===== src/rtl/instr_queue.sv =====
// In-order queue of decoded control words between IR decode and dispatch.
// Optional performance counters are enabled by defining IQ_PERF_CNT_EN.
module instr_queue #(
  parameter int DEPTH  = 8,
  parameter int CW_W   = 128,
  parameter int RVFI_W = 160
) (
  input  logic                    clk,
  input  logic                    rst,
  input  logic                    ld_iq,
  input  logic [CW_W-1:0]         cw_in,
  input  logic [RVFI_W-1:0]       rvfi_in,
  output logic                    iq_ack,
  input  logic                    flush,
  output logic                    deq_valid,
  output logic [CW_W-1:0]         deq_cw,
  output logic [RVFI_W-1:0]       deq_rvfi,
  input  logic                    deq_ready,
  output logic [$clog2(DEPTH):0]  count,
  output logic                    full,
  output logic                    empty,
  output logic [31:0]             stall_cycles,
  output logic [15:0]             flush_count
);

  localparam int AW = $clog2(DEPTH);
  localparam int PW = AW + 1;
  localparam int EW = CW_W + RVFI_W;

  logic [PW-1:0] rd_ptr_q, rd_ptr_d;
  logic [PW-1:0] wr_ptr_q, wr_ptr_d;
  logic [PW-1:0] count_q, count_d;
  logic [EW-1:0] mem_q [DEPTH];
  logic [EW-1:0] mem_d [DEPTH];
  logic          deq_fire;

  // Handshakes: upstream holds ld_iq and its data until iq_ack; an entry moves
  // downstream on any cycle with deq_valid & deq_ready. Flush blocks both sides.
  always_comb begin
    full      = (wr_ptr_q[AW] != rd_ptr_q[AW]) &&
                (wr_ptr_q[AW-1:0] == rd_ptr_q[AW-1:0]);
    empty     = (count_q == '0);
    deq_valid = ~empty & ~flush;
    deq_fire  = deq_valid & deq_ready;
    iq_ack    = ld_iq & ~flush & (~full | deq_fire);
    count     = count_q;
    {deq_cw, deq_rvfi} = mem_q[rd_ptr_q[AW-1:0]];
  end

  always_comb begin
    rd_ptr_d = rd_ptr_q;
    wr_ptr_d = wr_ptr_q;
    count_d  = count_q;
    mem_d    = mem_q;
    if (flush) begin
      rd_ptr_d = '0;
      wr_ptr_d = '0;
      count_d  = '0;
    end else begin
      if (iq_ack) begin
        mem_d[wr_ptr_q[AW-1:0]] = {cw_in, rvfi_in};
        wr_ptr_d = wr_ptr_q + PW'(1);
      end
      if (deq_fire) rd_ptr_d = rd_ptr_q + PW'(1);
      count_d = count_q + PW'(iq_ack) - PW'(deq_fire);
    end
  end

  always_ff @(posedge clk or negedge rst) begin
    if (!rst) begin
      rd_ptr_q <= '0;
      wr_ptr_q <= '0;
      count_q  <= '0;
    end else begin
      rd_ptr_q <= rd_ptr_d;
      wr_ptr_q <= wr_ptr_d;
      count_q  <= count_d;
    end
  end

  // Storage has no reset; it is only ever read behind a nonzero count.
  always_ff @(posedge clk) begin
    mem_q <= mem_d;
  end

`ifdef IQ_PERF_CNT_EN
  logic [31:0] stall_q, stall_d;
  logic [15:0] fcnt_q, fcnt_d;
  logic        flush_prev_q, flush_prev_d;

  always_comb begin
    stall_d      = stall_q;
    fcnt_d       = fcnt_q;
    flush_prev_d = flush;
    if (ld_iq && !iq_ack && !flush && stall_q != '1) stall_d = stall_q + 32'd1;
    if (flush && !flush_prev_q && fcnt_q != '1)       fcnt_d  = fcnt_q + 16'd1;
  end

  always_ff @(posedge clk or negedge rst) begin
    if (!rst) begin
      stall_q      <= '0;
      fcnt_q       <= '0;
      flush_prev_q <= 1'b0;
    end else begin
      stall_q      <= stall_d;
      fcnt_q       <= fcnt_d;
      flush_prev_q <= flush_prev_d;
    end
  end

  assign stall_cycles = stall_q;
  assign flush_count  = fcnt_q;
`else
  assign stall_cycles = '0;
  assign flush_count  = '0;
`endif

endmodule


===== config.mk =====
export PLATFORM = sky130hd
export DESIGN_NAME = instr_queue
export DESIGN_NICKNAME = d
export VERILOG_FILES = /design/src/rtl/instr_queue.sv
export SDC_FILE = /design/constraint.sdc
export NUM_CORES = 2
export LEC_CHECK = 0
export BUFFER_PORTS_ARGS = -buffer_cell sky130_fd_sc_hd__buf_2
export CORE_AREA = 5 5 389 391
export CTS_CLUSTER_DIAMETER = 80
export DETAILED_ROUTE_END_ITERATION = 8
export DIE_AREA = 0 0 394 396
export GPL_ROUTABILITY_DRIVEN = 0
export PLACE_DENSITY = 0.89
export SYNTH_ARGS = -nofsm -noshare
export SYNTH_HDL_FRONTEND = slang
export SYNTH_SLANG_ARGS = --single-unit

===== constraint.sdc =====
create_clock -name clk -period 40.7 [get_ports clk]
set_clock_uncertainty 0.05 [all_clocks]
set_input_delay 10.175 -clock clk [delete_from_list [all_inputs] [get_ports clk]]
set_output_delay 10.175 -clock clk [all_outputs]
set_load 0.01 [all_outputs]

==> key figures <==
Place
  – PortBufs: 588
  – DP Worst Slack: 18.95 ns
  – Final HPWL DP: 108000 µm

Power and ir drop
  – P_int: 4.26 mW
  – Pwr per Cell Area: 57.1 nW/µm²
  – Share of total power in combinational logic: 18.1%
  – Seq pwr share: 47.3%
  – Pleak: 31.5 nW
  – Switching power: 1.42 mW
  – Peak VDD IR: 0.0000559 V
  – Switching share of power: 24.9%
  – Clock Power Share: 34.6%

Layout
  – Share of cells above drive strength 1: 42.0%
  – Commonest non-fill, non-tap cell in the layout: edfxtp_1
  – Fill cell count: 8199
  – Synth-to-Final Area Change: 13.5%
  – Most frequent cells in the layout: edfxtp_1 (2304), buf_2 (588), mux4_2 (576)
  – Layout net count: 4468
  – Fin util: 67.6%

Yosys
  – Synth Register Bits: 2316
  – Yosys warning count: 0
  – Main area contributors after synthesis: edfxtp_1 (79%), mux4_2 (15%), mux2_2 (3.7%)
  – Post-synth EDFFs: 2304
  – Mapped Cells: 3476
  – Sequential share of the synthesized area: 79.3%
  – Netlist cell types: 35
  – Main flop type after synthesis: edfxtp_1
  – Syn avg cell area: 25.2 µm²
  – Yosys top cell by area: edfxtp_1
  – Post-synth ARST share: 0.518%
  – Synthesized cell area: 87600 µm²
  – Area share of the largest cell type after synthesis: 78.9%

Detailed routing
  – 1st-iter DRT viols: 5321
  – Routed wire length: 207000 µm
  – Post-detailed-route count of antenna-violating nets: 0
  – Final routed DRC violation total: 0
  – Drt wl/cell: 32.7 µm
  – Via/cell ratio: 6.44
  – Vias: 40812
  – DR pass1 iterations: 5

Clocking
  – Maximum clock path buffer count: 3
  – CTS H-tree lvls: 4
  – Cts hold-fix bufs: 0
  – CTS resizes: 0
  – Sink Count: 2316
  – CTS clk-pin slew, worst paths: 0.06 ns
  – Post-CTS setup buffers: 0
  – Clk Tree Root Cell: clkbuf_16
  – Worst-Skew Late Latency: 0.83 ns
  – TritonCTS clock tree: done
  – Num CTS Buffers: 211

STA
  – Final Critical Period: 21.94 ns
  – Period utilization: 53.9%
  – Final hold vios: 0
  – Final setup fails: 0
  – Setup tns final: 0 ns
  – PnR worst setup slack: 18.76 ns
  – Highest Clock Rate: 45.6 MHz
  – RSZ-0062 raised after global routing: false
  – Max_slew headroom: 26.2%
  – Measured slew at the worst slew-check pin: 1.11 ns
  – Max Slew Vio Count: 0

Die
  – Rows: 141
  – DIE HEIGHT: 396 µm
  – Top-level I/O count: 637
  – Die Wd: 394 µm
  – Die ar.: 156000 µm²
  – Initial Util: 59.6%
  – Core region area: 147000 µm²

Setup path
  – Worst setup SP type: input port
  – Setup CP Type: input port to output pin
  – CP endpoint kind: output pin
  – Worst EP required: 30.47 ns
  – CP arrival: 11.71 ns
  – CP max FO: 19

GRT
  – Largest net degree at the start of global routing: 149
  – Initial antenna violation count: 71
  – GRT Util Overall: 26.5%
  – Vias in the first global route: 42571
  – First-pass GRT wire length: 301000 µm
  – GR Overflow Total: 0

Status
  – Status: complete, no violations

Min path
  – HP Class: register to register

Flow run
  – # Max-Cap Violations: 0
==> synthesized netlist by cell type, types with 2 or more instances <==
cell,instances
nand3b_1,2
xnor2_1,3
a21o_1,3
nor3b_1,5
dfrtp_1,12
mux2_2,290
mux4_2,576
nor2_1,10
buf_6,47
ha_1,7
inv_1,8
edfxtp_1,2304
a21oi_1,3
buf_1,38
xor2_1,6
buf_4,49
clkbuf_1,58
nand2_1,5
nor2b_1,4
nand3_1,5
nor3_1,2
nand2b_1,3
buf_2,24
==> kinds of logic after synthesis <==
group,after synthesis,share of synthesized area [%]
DFF,2316,79.3
muxes,867,18.5
buffers and inverters,224,1.61
and+or+nand+nor,43,0.287
xor gates and xnor gates,9,0.0900
adders and majority gates,8,0.123
AOI/OAI and AO/OA,8,0.0600
other,1,0.00428
==> worst max-delay path, cell delays in order <==
cell      delay, ns
buf_2          0.22
nand3b_1       0.26
and2_1         0.39
nor3b_1        0.44
buf_2          0.22
==> final timing paths <==
check | from | end | slack (ns) | cells after the start
worst max-delay path | flush | iq_ack | 18.76 | 5
worst min-delay path | rd_ptr_q[3] | rd_ptr_q[3] | 0.56 | 2
worst max register to register | rd_ptr_q[0] | mem_q[1867] | 33.20 | 10
worst min register to register | rd_ptr_q[3] | rd_ptr_q[3] | 0.56 | 2
max in group asynchronous | rst | rd_ptr_q[1] | 31.14 | 1
min in group asynchronous | rst | count[0] | 9.17 | 1
==> through the flow <==
step	cells	instance area, µm²	power [mW]	hold WS, ns
after floorplan	3523	87800	3.49	0.475
after global placement	5884	92500	3.71	0.496
after detailed placement	5884	92500	3.74	0.537
after CTS	6280	99300	5.72	0.555
after global routing	6305	99400	5.89	0.581
final	6333	99500	5.68	0.558
==> layer usage <==
layer  track usage (%)  part of all wire, %  up-vias
li1                  -                    -    16279
met1              33.4                   34    21346
met2              44.9                   52     2698
met3              7.41                   11      439
met4              9.62                  3.6       50
met5                 0                 0.16        -
==> power groups by stage <==
| stage | clock network, mW | logic (mW) | registers (mW) |
|---|---|---|---|
| after floorplan | 0 | 0.744 | 2.74 |
| after global placement | 0 | 0.979 | 2.73 |
| after detailed placement | 0 | 1.01 | 2.74 |
| after CTS | 1.99 | 1.04 | 2.69 |
| after global routing | 2.10 | 1.09 | 2.69 |
| final | 1.97 | 1.03 | 2.69 |
==> registers in the layout, indices dropped and copies added (netlist names) <==
name / flops
mem_q: 2304
count: 4
rd_ptr_q: 4
wr_ptr_q: 4
==> area by class of cell <==
type / count / area (µm²) / share of cell area (%)
timing repair buffer: 647 / 3540 / 3.56
multi-input combinational: 983 / 17000 / 17.1
tap: 1930 / 2410 / 2.43
sequential: 2316 / 69500 / 69.9
clock buffer: 258 / 5600 / 5.63
antenna: 53 / 133 / 0.133
inverter: 8 / 30.0 / 0.0302
clock inverter: 138 / 1270 / 1.28
Note: power is estimated with default switching activity, not from simulation.
